<file path="src/rtl/vram_wr_sched.sv">
// Write-port scheduler for the 80x60 character VRAM: round-robin between two
// requesters, full-screen clear engine, window-gated issue and bank mapping.
//
// state   | meaning
// --------+-----------------------------------------------------------
// S_IDLE  | arbitrate req0/req1 while wr_win is high; accept clr_start
// S_CLEAR | sweep every cell with the captured fill word, one per wr_win cycle
module vram_wr_sched #(
  parameter int P_CELLS       = 4800,
  parameter int P_BANK1_WORDS = 1024,
  parameter int P_ADR_W       = 13,
  parameter int P_DAT_W       = 72
) (
  input  logic               clk,
  input  logic               rst,
  input  logic               wr_win,
  input  logic               req0_valid,
  input  logic [P_ADR_W-1:0] req0_adr,
  input  logic [P_DAT_W-1:0] req0_data,
  output logic               req0_ready,
  input  logic               req1_valid,
  input  logic [P_ADR_W-1:0] req1_adr,
  input  logic [P_DAT_W-1:0] req1_data,
  output logic               req1_ready,
  input  logic               clr_start,
  input  logic [P_DAT_W-1:0] clr_data,
  output logic               clr_busy,
  output logic [P_DAT_W-1:0] vram_wr_data,
  output logic [9:0]         vram_wr_adr_1,
  output logic [11:0]        vram_wr_adr_2,
  output logic               vram_wr_en_1,
  output logic               vram_wr_en_2,
  output logic               err_adr,
  input  logic               err_clr
);

  typedef enum logic {S_IDLE, S_CLEAR} state_t;

  localparam logic [P_ADR_W-1:0] CELLS_L = P_ADR_W'(P_CELLS);
  localparam logic [P_ADR_W-1:0] LAST_L  = P_ADR_W'(P_CELLS - 1);
  localparam logic [P_ADR_W-1:0] BANK1_L = P_ADR_W'(P_BANK1_WORDS);

  state_t               state_q, state_d;
  logic [P_ADR_W-1:0]   cnt_q, cnt_d;
  logic [P_DAT_W-1:0]   fill_q, fill_d;
  logic                 last_gnt_q, last_gnt_d;
  logic                 busy_q;
  logic                 gnt0, gnt1;
  logic                 wr_issue;
  logic                 adr_bad;
  logic [P_ADR_W-1:0]   wr_adr;
  logic [P_DAT_W-1:0]   wr_dat;
  logic                 wr_bank1;

  always_comb begin
    state_d    = state_q;
    cnt_d      = cnt_q;
    fill_d     = fill_q;
    last_gnt_d = last_gnt_q;
    gnt0       = 1'b0;
    gnt1       = 1'b0;
    wr_issue   = 1'b0;
    adr_bad    = 1'b0;
    wr_adr     = req0_adr;
    wr_dat     = req0_data;
    case (state_q)
      S_IDLE: begin
        if (clr_start) begin
          fill_d  = clr_data;
          cnt_d   = '0;
          state_d = S_CLEAR;
        end else if (wr_win && !busy_q && !rst) begin
          // on a tie, grant whichever requester was not served last
          if (req0_valid && (!req1_valid || last_gnt_q)) gnt0 = 1'b1;
          else if (req1_valid)                           gnt1 = 1'b1;
          if (gnt1) begin
            wr_adr = req1_adr;
            wr_dat = req1_data;
          end
          if (gnt0 || gnt1) begin
            last_gnt_d = gnt1;
            if (wr_adr < CELLS_L) wr_issue = 1'b1;
            else                  adr_bad  = 1'b1;
          end
        end
      end
      S_CLEAR: begin
        if (wr_win) begin
          wr_issue = 1'b1;
          wr_adr   = cnt_q;
          wr_dat   = fill_q;
          if (cnt_q == LAST_L) state_d = S_IDLE;
          else                 cnt_d   = cnt_q + 1'b1;
        end
      end
      default: state_d = S_IDLE;
    endcase
  end

  assign req0_ready = gnt0;
  assign req1_ready = gnt1;
  assign wr_bank1   = (wr_adr < BANK1_L);
  assign clr_busy   = busy_q;

  always_ff @(posedge clk or posedge rst) begin
    if (rst) begin
      state_q    <= S_IDLE;
      cnt_q      <= '0;
      fill_q     <= '0;
      last_gnt_q <= 1'b1;
      busy_q     <= 1'b0;
      err_adr    <= 1'b0;
    end else begin
      state_q    <= state_d;
      cnt_q      <= cnt_d;
      fill_q     <= fill_d;
      last_gnt_q <= last_gnt_d;
      // stays high one extra cycle so it covers the final write being presented
      busy_q     <= (state_d == S_CLEAR) || (state_q == S_CLEAR);
      if (adr_bad)      err_adr <= 1'b1;
      else if (err_clr) err_adr <= 1'b0;
    end
  end

  always_ff @(posedge clk or posedge rst) begin
    if (rst) begin
      vram_wr_en_1  <= 1'b0;
      vram_wr_en_2  <= 1'b0;
      vram_wr_data  <= '0;
      vram_wr_adr_1 <= '0;
      vram_wr_adr_2 <= '0;
    end else begin
      vram_wr_en_1 <= wr_issue && wr_bank1;
      vram_wr_en_2 <= wr_issue && !wr_bank1;
      if (wr_issue) begin
        vram_wr_data <= wr_dat;
        if (wr_bank1) vram_wr_adr_1 <= wr_adr[9:0];
        else          vram_wr_adr_2 <= 12'(wr_adr - BANK1_L);
      end
    end
  end

endmodule

</file>
<file path="config.mk">
export PLATFORM = sky130hd
export DESIGN_NAME = vram_wr_sched
export DESIGN_NICKNAME = d
export VERILOG_FILES = /design/src/rtl/vram_wr_sched.sv
export SDC_FILE = /design/constraint.sdc
export NUM_CORES = 1
export LEC_CHECK = 0
export CELL_PAD_IN_SITES_DETAIL_PLACEMENT = 1
export CELL_PAD_IN_SITES_GLOBAL_PLACEMENT = 1
export CORE_MARGIN = 5
export CORE_UTILIZATION = 34
export CTS_BUF_LIST = sky130_fd_sc_hd__clkbuf_8
export DETAILED_ROUTE_END_ITERATION = 10
export PLACE_DENSITY = 0.93
export SETUP_SLACK_MARGIN = 0.02
export SYNTH_ARGS = -nofsm -noshare
export SYNTH_HDL_FRONTEND = slang
export SYNTH_SLANG_ARGS = --single-unit
</file>
<file path="constraint.sdc">
create_clock -name clk -period 8.7 [get_ports clk]
set_input_delay 1.74 -clock clk [delete_from_list [all_inputs] [get_ports clk]]
set_output_delay 1.74 -clock clk [all_outputs]
set_load 0.01 [all_outputs]
</file>
After elaboration in Yosys (flattened, before gate mapping)
Cells that the tools add are included.
Cells by class
  reduce and logical (&&, ||, !) cells: 18
  divide/modulo/power cells: 0
  bitwise gates (word level): 3
  add/sub/neg operators: 2
  shifts and indexed selects: 0
  magnitude comparators: 2
  muxes and demuxes: 49
  eq/ne operators: 4
  multipliers: 0
Operator list (number)
  2-to-1 mux 72 bit: 4
  case mux 72 bit (2 select lines): 1
  2-to-1 mux 13 bit: 10
  case mux 13 bit (2 select lines): 2
  2-to-1 mux 1 bit: 30
  adder 13 x 1 -> 13 bit (second input constant): 1
  equality test 13 bit (second input constant): 1
  < comparator 13 x 11 -> 1 bit (second input constant): 1
  < comparator 13 bit (second input constant): 1
  subtractor 12 x 11 -> 12 bit (second input constant): 1
  != test 2 bit (second input constant): 3
  AND reduction 2 bit: 3
  logical AND 1 bit: 5
  zero test 1 bit: 4
  case mux 1 bit (2 select lines): 2
  AND reduction 4 bit: 1
  logical OR 1 bit: 3
  inverter 1 bit: 3
  AND reduction 3 bit: 1
  nonzero test 2 bit: 1
Word-level totals
  bits in latches: 0
  register bits after elaboration: 185
  word-level logic and storage cells: 89
  memory bits (read-only): 0
  memories: 0
  bits in writable memories: 0

Depth between registers and ports, before layout
  depth in word-level cells: 18
  mapped depth: 10
  gate-level depth less buffers: 6

Least setup slack after synthesis
Ideal clock, no wire load.
  path type: input to output
  from: in wr_win
  to: out req1_ready
  required time: 6960 ps
  setup slack: 4264 ps
  cell stages on the path: 4
  arrival: 2696 ps
  cells stage by stage: buf_4 or3b_4 or2_2 nor2_1
Between the ends
  word-level cells in the longest chain between the ends: 5
RTL lines
  from (decl): line 16  | input logic wr_win,
  logical AND 1 bit (2 in a row): line 72  | end else if (wr_win && !busy_q && !rst) begin
  2-to-1 mux 1 bit: line 72
  2-to-1 mux 1 bit: line 68  | if (clr_start) begin
  2-to-1 mux 1 bit: line 66  | case (state_q)
  to (decl): line 24  | output logic req1_ready,
Every way passes these cells.

Final worst setup path
Same ends and word-level chain as after synthesis.

==> impl_results.html <==
<table>
<tr><th>Metric</th><th>Value</th></tr>
<tr><th colspan="2">Outcome</th></tr>
<tr><td>Outcome</td><td>complete, no violations</td></tr>
<tr><th colspan="2">Run</th></tr>
<tr><td>Max-cap violation count</td><td>0</td></tr>
<tr><th colspan="2">STA</th></tr>
<tr><td>Worst-margin pin slew</td><td>~1.1 ns</td></tr>
<tr><td>Number of slew-limit violations in the final report</td><td>0</td></tr>
<tr><td>Portion of the clock cycle consumed by the worst path in the final layout</td><td>0.634</td></tr>
<tr><td>Layout Skew</td><td>approximately 0.026 ns</td></tr>
<tr><td>RSZ-0062 raised after global routing</td><td>false</td></tr>
<tr><td>Slew headroom</td><td>0.246</td></tr>
<tr><td>Final setup violating endpoints</td><td>0</td></tr>
<tr><td>Final hold slack</td><td>slightly below 0.5 ns</td></tr>
<tr><td>Min Tclk post-route</td><td>5.51 ns</td></tr>
<tr><td>Final hold violation count</td><td>0</td></tr>
<tr><td>Highest clock rate</td><td>181 MHz</td></tr>
<tr><td>Total Negative Setup Slacks</td><td>0 ns</td></tr>
<tr><th colspan="2">Floorplan</th></tr>
<tr><td>Floorplan Core Area</td><td>about 29000 um^2</td></tr>
<tr><td># rows</td><td>62</td></tr>
<tr><td>Chip width</td><td>181 um</td></tr>
<tr><td>Die extent in y</td><td>181 um</td></tr>
<tr><td>Starting utilization of the core area</td><td>0.345</td></tr>
<tr><td>Die area</td><td>around 33000 um^2</td></tr>
<tr><td>Top-level port count</td><td>349</td></tr>
<tr><th colspan="2">Synth</th></tr>
<tr><td>Number of flops mapped to enable cells by yosys</td><td>0</td></tr>
<tr><td>Register area share after synthesis</td><td>0.468</td></tr>
<tr><td>Netlist cell types</td><td>52</td></tr>
<tr><td>Mapped Avg Cell Area</td><td>just over 9 um^2</td></tr>
<tr><td>Cell types with the largest area share after synthesis</td><td>sky130_fd_sc_hd__dfrtp_1 47%, sky130_fd_sc_hd__nand2_1 14%, sky130_fd_sc_hd__mux2_2 8.9%, sky130_fd_sc_hd__mux2i_1 8.3%, sky130_fd_sc_hd__o21ai_0 7.6%</td></tr>
<tr><td>Cell type with the largest total area after synthesis</td><td>sky130_fd_sc_hd__dfrtp_1</td></tr>
<tr><td>Gate Count Post-Synth</td><td>1088</td></tr>
<tr><td>Combined area of all synthesized cells</td><td>9890 um^2</td></tr>
<tr><td>Synth warnings</td><td>0</td></tr>
<tr><td>Syn Nets</td><td>1338</td></tr>
<tr><td>Register bit total from synthesis</td><td>185</td></tr>
<tr><td>Fraction of registers with async set or reset after synthesis</td><td>1.00</td></tr>
<tr><td>Leading register cell type out of synthesis</td><td>sky130_fd_sc_hd__dfrtp_1</td></tr>
<tr><td>Area fraction of the dominant cell type after synthesis</td><td>0.466</td></tr>
<tr><th colspan="2">CTS</th></tr>
<tr><td>Sinks on Clock Net</td><td>approximately 190</td></tr>
<tr><td>Hold-fix buffers at CTS</td><td>0</td></tr>
<tr><td>Clock tree from TritonCTS</td><td>built</td></tr>
<tr><td>Clock insertion delay at the later pin of the skew report</td><td>0.46 ns</td></tr>
<tr><td>Root cell of the clock tree</td><td>sky130_fd_sc_hd__clkbuf_8</td></tr>
<tr><td>Setup bufs post-CTS</td><td>0</td></tr>
<tr><td>Number of buffers created by CTS</td><td>17</td></tr>
<tr><td>Number of H-tree branching levels</td><td>4</td></tr>
<tr><td>Post-CTS Resized</td><td>0</td></tr>
<tr><td>CTS Buffer Depth</td><td>2</td></tr>
<tr><td>Clock transition time at the flip-flop clock pins of the worst setup and hold paths</td><td>about 0.10 ns</td></tr>
<tr><th colspan="2">Global routing</th></tr>
<tr><td>Routing usage on met1</td><td>0.255</td></tr>
<tr><td>Final global-route overflow total</td><td>0</td></tr>
<tr><td>Via count of the first global-routing pass</td><td>approximately 10k</td></tr>
<tr><td>Largest net degree at the start of global routing</td><td>128</td></tr>
<tr><td>Met3 track utilization from global routing</td><td>0.0369</td></tr>
<tr><td>First-pass GRT wire length</td><td>56600 um</td></tr>
<tr><td>Most Used Layer, Global Route</td><td>met2</td></tr>
<tr><td>Global-route track usage on met2</td><td>0.394</td></tr>
<tr><td>Antenna violations before repair</td><td>3</td></tr>
<tr><td>Overall global routing resource usage</td><td>0.215</td></tr>
<tr><th colspan="2">Setup path</th></tr>
<tr><td>Critical path endpoint category</td><td>output pin</td></tr>
<tr><td>Kind of cell adding the most delay to the critical path</td><td>buffers and inverters</td></tr>
<tr><td>Worst Reg2Reg Path Length in Cells</td><td>6</td></tr>
<tr><td>Worst reg2reg path startpoint</td><td>state_q$_DFF_PP0_</td></tr>
<tr><td>Arrival time reported for the critical path endpoint</td><td>3.77 ns</td></tr>
<tr><td>Worst stage delay on the critical path</td><td>between 0.5 and 0.6 ns</td></tr>
<tr><td>CP required</td><td>approximately 7.0 ns</td></tr>
<tr><td>Critical path buffer and inverter count</td><td>2</td></tr>
<tr><td>Maximum fanout encountered on the critical timing path</td><td>45</td></tr>
<tr><td>Worst setup SP type</td><td>input pin</td></tr>
<tr><td>Critical path's slowest cell</td><td>sky130_fd_sc_hd__buf_4</td></tr>
<tr><td>Number of cells on the critical path</td><td>5</td></tr>
<tr><td>Crit path cell chain</td><td>buf_4, or3b_4, or2_2, nor2_1, clkdlybuf4s50_1</td></tr>
<tr><td>Worst Setup Path Type</td><td>input pin to output pin</td></tr>
<tr><td>Launch point of the critical path</td><td>wr_win</td></tr>
<tr><th colspan="2">Power and ir drop</th></tr>
<tr><td>Cell area power density</td><td>163 nW/um^2</td></tr>
<tr><td>Leak</td><td>roughly 0.0065 uW</td></tr>
<tr><td>Peak supply drop</td><td>110 uV</td></tr>
<tr><th colspan="2">Layout</th></tr>
<tr><td>Fraction of layout cells with a size suffix above 1</td><td>0.103</td></tr>
<tr><td>Post-layout nets</td><td>about 1.6k</td></tr>
<tr><td>Final Non-Filler Cells</td><td>~1.8k</td></tr>
<tr><td>Area growth from synthesis to layout</td><td>42.0%</td></tr>
<tr><th colspan="2">Routing</th></tr>
<tr><td>Count of TritonRoute iterations in the first routing pass</td><td>4</td></tr>
<tr><td>Detailed-route wire length per cell</td><td>around 20 um</td></tr>
<tr><td>Number of antenna-violating nets in the routed design</td><td>0</td></tr>
<tr><td>Iteration-0 DRC Markers</td><td>411</td></tr>
<tr><td>Routed wire length</td><td>36600 um</td></tr>
<tr><td>Count of unresolved DRC violations after routing</td><td>0</td></tr>
<tr><td>Average via count per standard cell</td><td>5.15</td></tr>
<tr><td>Detailed-route via count</td><td>9208</td></tr>
<tr><th colspan="2">Placement</th></tr>
<tr><td>Number of placed instances, taps included</td><td>between 1.5k and 2k</td></tr>
<tr><td>GPL Wtd Cong</td><td>0.836</td></tr>
<tr><td>Post-detailed-placement half-perimeter wirelength</td><td>26600 um</td></tr>
<tr><td>IO buf count</td><td>348</td></tr>
<tr><th colspan="2">Worst hold path</th></tr>
<tr><td>Launch point of the worst hold path</td><td>fill_q[66]$_DFFE_PP0P_</td></tr>
<tr><td>Worst hold path type</td><td>flop to flop</td></tr>
<tr><td>Min-Delay Path Depth</td><td>2</td></tr>
</table>
-- per-layer routing --
metal,part of all wire,up-vias
met5,0,-
met4,0.031,0
met3,0.035,57
met2,0.53,249
met1,0.41,4608
li1,-,4294
-- through the flow --
step                      setup slack (ns)  total power, uW   util  cell area [um^2]
after floorplan                       1.93             1340      -              9890
after global placement                3.22             1680  0.475             13600
after detailed placement              3.17             1720  0.475             13600
after CTS                             3.16             2310  0.489             14000
after global routing                  3.11             2410  0.489             14000
final                                 3.19             2290  0.489             14000
-- kinds of logic after synthesis --
group                      count (synthesis)  share of synthesized area
AOI/OAI and AO/OA                        207                      0.122
xor gates and xnor gates                  11                    0.00974
adders and majority gates                  1                    0.00127
buffers and inverters                     87                     0.0357
DFF                                      185                      0.468
muxes                                    170                      0.187
and+or+nand+nor                          427                      0.176
-- tightest hold or removal path: cells and delay by family (launching register included) --
family	cells	cell delay, ns
flip-flops	1	0.36
AND/OR/NAND/NOR	2	0.10
-- cell usage after synthesis (3+ instances only) --
master,instances
sky130_fd_sc_hd__nand4b_1,3
sky130_fd_sc_hd__xnor2_1,6
sky130_fd_sc_hd__mux2i_1,82
sky130_fd_sc_hd__o311ai_1,3
sky130_fd_sc_hd__o211ai_1,7
sky130_fd_sc_hd__buf_1,16
sky130_fd_sc_hd__and3_1,9
sky130_fd_sc_hd__o311a_1,3
sky130_fd_sc_hd__a211oi_1,12
sky130_fd_sc_hd__o2bb2ai_1,8
sky130_fd_sc_hd__inv_1,11
sky130_fd_sc_hd__xor2_1,5
sky130_fd_sc_hd__nand3_1,6
sky130_fd_sc_hd__nor2_1,14
sky130_fd_sc_hd__clkbuf_1,51
sky130_fd_sc_hd__buf_2,6
sky130_fd_sc_hd__a21oi_1,9
sky130_fd_sc_hd__dfrtp_1,184
sky130_fd_sc_hd__mux2_4,10
sky130_fd_sc_hd__o21ai_0,150
sky130_fd_sc_hd__nand2b_1,3
sky130_fd_sc_hd__nand2_1,375
sky130_fd_sc_hd__and2_1,3
sky130_fd_sc_hd__mux2_2,78
-- cell usage in the layout (no fill, tap or decap), drive strengths merged, types with 2 or more instances in the layout --
cell / count
o21ai: 150
nand3: 6
o211ai: 7
nor3: 2
inv: 18
and2: 3
buf: 10
o31ai: 2
mux2: 88
dfrtp: 184
nand2b: 3
xor2: 5
a41oi: 2
xnor2: 6
a2111oi: 2
nand2: 375
nand4: 2
nor2: 14
clkinv: 6
o311ai: 3
diode: 3
a211oi: 12
nand4b: 3
a22oi: 2
clkdlybuf4s50: 347
clkbuf: 19
and3b: 2
mux2i: 82
o2111ai: 2
a21oi: 9
o311a: 3
and3: 9
o2bb2ai: 8
-- path summary, 6_finish.rpt --
check / slack (ns) / end
max in group asynchronous: 5.22 / state_q$_DFF_PP0_
worst max-delay path: 3.19 / req1_ready
worst min-delay path: 0.48 / fill_q[66]$_DFFE_PP0P_
worst min register to register: 0.48 / fill_q[66]$_DFFE_PP0P_
worst max register to register: 4.97 / vram_wr_data[33]$_DFFE_PP0P_
min in group asynchronous: 1.95 / clr_busy$_DFF_PP0_
-- area by class of cell --
cell class / count / area [um^2]
Antenna cell: 3 / 7.51
Clock buffer: 19 / 262
Clock inverter: 13 / 131
Fill cell: 3246 / 14700
Inverter: 11 / 48.8
Multi-Input combinational cell: 816 / 4930
Sequential cell: 185 / 4630
Tap cell: 384 / 480
Timing Repair Buffer: 357 / 3550
-- power by group --
| part | internal (uW) | leakage (uW) | switching (uW) | total, uW |
|---|---|---|---|---|
| sequential | 987 | 0.00231 | 89.9 | 1080 |
| clock | 228 | 0.000204 | 363 | 591 |
| combinational | 357 | 0.00395 | 268 | 625 |
| total | 1570 | 0.00647 | 721 | 2290 |
-- registers in the layout, summed over array words and instances (netlist names) --
| name | cells |
|---|---|
| vram_wr_data | 72 |
| last_gnt_q | 1 |
| state_q | 1 |
| cnt_q | 13 |
| vram_wr_en_2 | 1 |
| fill_q | 72 |
| clr_busy | 1 |
| vram_wr_en_1 | 1 |
| vram_wr_adr_2 | 12 |
| vram_wr_adr_1 | 10 |
| err_adr | 1 |
Power figures use the tool's default switching activity.
==> RTL change 1, RTL diff (config.mk and constraints unchanged) <==
`P_DAT_W`: 72 -> 36.
--- a/src/rtl/vram_wr_sched.sv
+++ b/src/rtl/vram_wr_sched.sv
@@ -10,5 +10,5 @@
   parameter int P_BANK1_WORDS = 1024,
   parameter int P_ADR_W       = 13,
-  parameter int P_DAT_W       = 72
+  parameter int P_DAT_W       = 36
 ) (
   input  logic               clk,
Interface: changed (resized clr_data, req0_data, req1_data and vram_wr_data); port bits go from 349 to 205. No check against the original RTL was run, so the function may have changed too.
==> RTL change 1 against the original RTL <==
  * Non-clock buffer count down 147
  * First-iteration DRC count down 53%
  * Total power down 32%
  * Design area down 38%
  * Sequential cell count down 72
  * Routed wire length down 42%
  * Clock skew down 0.014 ns
  * Synthesized area down 38%
  * Sequential power down 38%
  * Setup slack worse by 0.43 ns
  * Critical endpoint unchanged
  * Highest routed layer unchanged
==> RTL change 1: results (changes against the original RTL) <==
Synthesis
  – Yosys cell types: 48 (-7.7%)
  – Post-synthesis sequential area ratio: 0.463 (-0.00546)
  – Synth Net Count: 796 (-41%)
  – Top cells by area, synth: dfrtp_1 46%, nand2_1 12%, mux2_2 7.7%
  – Async SR Flop Fraction: 1.00 (unchanged)
  – Top cells by count, synth: 190 x nand2_1, 112 x dfrtp_1, 76 x o21ai_0

Worst setup path
  – CP peak stage delay: 0.70 ns (+0.14 ns)
  – Crit-path max FO: 54 (+20%)

Place
  – Detail Placement HPWL: 14800 um (-44%)
  – Gp weighted congestion: 0.829 (-0.75%)
  – Worst slack, placed: 2.75 ns (-0.420 ns)
  – Cell area after placement: 8310 um^2 (-39%)
  – IO buf count: 204 (-41%)

Pwr
  – P_leak: 3.99 nW (-38%)
  – Peak supply drop: 0.0912 mV (-17%)

Global routing
  – Gr usage total: 0.206 (-0.00937)
  – First-pass GRT wire length: 33000 um (-42%)
  – Antenna violations before repair: 0 (-3)
  – Largest net degree at the start of global routing: 111 (-13%)
  – Number of global-route vias before repair: 6022 (-41%)

Status
  – Status: complete, no violations

Cells and area
  – Top flop regs: fill_q x36, vram_wr_data x36, cnt_q x13
  – FILL cells: 2017 (-38%)
  – # diodes: 0 (-3)

Drt
  – Initial drt markers: 193 (-53%)
  – WL per Instance: 19.7 um (-3.5%)
  – Total number of vias: 5640 (-39%)

Clock network
  – Clk Latency, worst-skew pair: 0.44 ns (-0.02 ns)
  – Clock transition at path regs: 0.07 ns (-0.03 ns)

STA
  – Skew final: 0.0122 ns (-0.0143 ns)
  – Slew HR: 0.113 (-0.133)
-- RTL change 1: cell count changes after synthesis, moves of 5 or more --
cell,delta
buf_2,-6
dfrtp_1,-72
xor2_1,+6
mux2i_1,-36
nand2_1,-185
xnor2_1,-5
mux2_2,-36
o21ai_0,-74
buf_1,-12
clkbuf_1,-13
-- RTL change 1: final timing paths --
| kind | slack (ns) | startpoint | endpoint | cells after the start |
|---|---|---|---|---|
| worst min-delay path | 0.48 | fill_q[1] | fill_q[1] | 2 |
| worst max register to register | 5.27 | clr_busy | vram_wr_adr_2[5] | 5 |
| worst min register to register | 0.48 | fill_q[1] | fill_q[1] | 2 |
| min in group asynchronous | 1.80 | rst | err_adr | 2 |
| max in group asynchronous | 5.45 | rst | state_q | 3 |
| worst max-delay path | 2.76 | wr_win | req1_ready | 6 |
-- RTL change 1: kinds of logic (layout without fill, tap and decap cells) --
family / Yosys count / count (layout) / synth area share
simple gates: 243 / 243 / 0.170
buf+inv: 58 / 255 / 0.0387
mux: 98 / 98 / 0.177
xor+xnor: 12 / 12 / 0.0172
flops: 113 / 113 / 0.463
compound gates: 129 / 129 / 0.132
fa+ha+maj: 1 / 1 / 0.00205
-- RTL change 1: area by class of cell --
type / instances / share of cell area
clock buffers: 18 / 0.0285
flip-flops and latches: 113 / 0.326
repair buffers: 210 / 0.240
inverters: 13 / 0.00590
clock inverters: 14 / 0.0151
multi-input cells: 483 / 0.352
well taps: 229 / 0.0330
-- RTL change 1: critical path, delay by kind of cell --
| family | cells | cell delay, ns |
|---|---|---|
| buf+inv | 3 | 1.31 |
| simple gates | 3 | 1.13 |
-- RTL change 1: power by group --
group | switching (mW) | internal, mW
combinational | 0.167 | 0.230
clock | 0.245 | 0.236
sequential | 0.0627 | 0.608
total | 0.475 | 1.07
-- RTL change 1: per-stage QoR --
step	utilization	hold WS (ns)	total power, mW	std cells
final	0.487	0.478	1.55	1080
after global routing	0.487	0.509	1.63	1080
after CTS	0.487	0.483	1.57	1080
after detailed placement	0.466	0.466	1.08	1048
after global placement	0.466	0.459	1.06	1048
after floorplan	-	0.445	0.841	654
-- RTL change 1: routing by layer --
| layer | vias up | share of wire | global-route usage |
|---|---|---|---|
| met5 | - | 0 | 0 |
| met2 | 193 | 0.50 | 0.354 |
| met3 | 27 | 0.071 | 0.0549 |
| met1 | 2779 | 0.41 | 0.247 |
| li1 | 2641 | - | - |
| met4 | 0 | 0.019 | 0.0758 |
==> RTL change 2, RTL diff (same flow settings) <==
Without the edit above. Make the reset (`rst`) synchronous in 2 clocked blocks.
--- a/src/rtl/vram_wr_sched.sv
+++ b/src/rtl/vram_wr_sched.sv
@@ -103,5 +103,5 @@
   assign clr_busy   = busy_q;
 
-  always_ff @(posedge clk or posedge rst) begin
+  always_ff @(posedge clk) begin
     if (rst) begin
       state_q    <= S_IDLE;
@@ -123,5 +123,5 @@
   end
 
-  always_ff @(posedge clk or posedge rst) begin
+  always_ff @(posedge clk) begin
     if (rst) begin
       vram_wr_en_1  <= 1'b0;
Function: changed (Yosys sat finds a counterexample within 4 cycles, from zero or initial values and one cycle with rst high; the reset may be asserted at any time).
==> RTL change 2 against the original RTL <==
  * Design area decreased by 2.2%
  * Routed wire length increased by 9.0%
  * Sequential cell count unchanged
  * Synthesized area decreased by 2.2%
  * Critical path depth unchanged
  * Clock skew about the same
  * Count of clock-buffer cells in the layout decreased by 2
  * Total power decreased by 14%
  * Largest power group unchanged
  * Setup slack got worse by 0.86 ns
  * Sequential share of layout area decreased by 6.0 points
  * Clock power increased by 6.4%
  * Via count increased by 11%
==> RTL change 2: results (changes against the original RTL) <==
Worst setup path
  – Slowest-stage cell, CP: a21boi_1
  – WP data arrival: 4.64 ns (+0.87 ns)
  – Crit-path max FO: 38 (-16%)
  – Flop2flop setup slack: 5.08 ns (+0.11 ns)
  – CP peak stage delay: 0.87 ns (+0.31 ns)

Synthesis
  – Top cells by area, synth: dfxtp_1 38%, nand2_1 8.8%, mux2_2 8.5%
  – Synth Area in Compound Gates: 0.189 (+0.0671)
  – Yosys cell types: 50 (-3.8%)
  – Ys flop type: dfxtp_1
  – Synth Net Count: 1395 (+4.3%)
  – Top cells by count, synth: 227 x nand2_1, 185 x dfxtp_1, 152 x a21oi_1
  – Proportion of synthesized area in mux cells: 0.196 (+0.00887)
  – Post-synthesis sequential area ratio: 0.383 (-0.0853)
  – Post-Synth XOR/XNOR Area: 0.00996 (+0.000219)
  – Async SR Flop Fraction: 0 (-1.00)

Drt
  – Metal3 WL: 2680 um (+110%)
  – Initial drt markers: 616 (+50%)
  – Total number of vias: 10200 (+11%)
  – Drt first pass iters: 5 (+1)
  – Met2 Wirelength: 19800 um (+2.6%)
  – M1 WL: 15600 um (+5.1%)
  – Top sig layer: met5

Place
  – Detail Placement HPWL: 27700 um (+4.1%)
  – Gp weighted congestion: 0.890 (+6.5%)

Pwr
  – Internal power: 1.38 mW (-12%)
  – P_leak: 5.00 nW (-23%)
  – Peak supply drop: 0.104 mV (-5.7%)

Cells and area
  – Fraction of layout cells with a size suffix above 1: 0.101 (-0.00293)
  – FILL cells: 3279 (+1.0%)

Global routing
  – First-pass GRT wire length: 60300 um (+6.5%)
  – Gr usage total: 0.239 (+0.0237)
  – M2 GR Usage: 0.420 (+0.0268)
  – Antenna violations before repair: 2 (-1)
  – Met1 usage: 0.275 (+0.0204)
  – Largest net degree at the start of global routing: 98 (-23%)
  – Met3 Use GR: 0.0536 (+0.0166)

Status
  – Status: complete, no violations

STA
  – Slew HR: 0.211 (-0.0341)
  – Skew final: 0.0266 ns (+0.000144 ns)
[RTL change 2: cell count changes in the layout (fill, tap and decap cells not counted), moves of 9 or more]
cell	change
dfrtp_1	-183
nor2b_1	+22
mux2_1	+9
a211oi_1	+12
o221ai_1	+72
nand3_1	+72
o21ai_0	-147
nand2_1	-150
dfxtp_1	+184
a21oi_1	+142
[RTL change 2: final timing paths]
| kind | startpoint | to | cells after the start |
|---|---|---|---|
| max reg2reg | last_gnt_q | vram_wr_adr_2[7] | 6 |
| max | req1_valid | req1_ready | 5 |
| min reg2reg | fill_q[47] | fill_q[47] | 2 |
| min | fill_q[47] | fill_q[47] | 2 |
[RTL change 2: kinds of logic after synthesis]
family	Yosys count
compound gates	278
xor+xnor	11
fa+ha+maj	1
buf+inv	121
flops	185
mux	174
simple gates	375
[RTL change 2: worst register-to-register path: stages (launching register included)]
cell and delay, ns:
dfxtp_1 0.36, a21boi_1 0.81, o211ai_1 0.41, a21oi_4 0.23, buf_4 0.77, o32ai_2 0.49, mux2_1 0.45
[RTL change 2: final cells by class]
cell class | instances | share of cell area
antenna | 2 | 0.000365
clock buffer | 17 | 0.0170
clock inverter | 15 | 0.0129
inverter | 7 | 0.00191
multi-input combinational | 839 | 0.404
sequential | 185 | 0.270
tap | 378 | 0.0345
timing repair buffer | 359 | 0.260
[RTL change 2: through the flow]
step	setup WS, ns	power, mW	instances	hold WS, ns	area, um^2
after floorplan	4.06	1.13	1145	0.436	9670
after global placement	2.59	1.35	1768	0.442	13300
after detailed placement	2.39	1.36	1768	0.449	13300
after CTS	2.38	2.00	1800	0.464	13700
after global routing	2.17	2.06	1801	0.487	13700
final	2.32	1.98	1802	0.464	13700
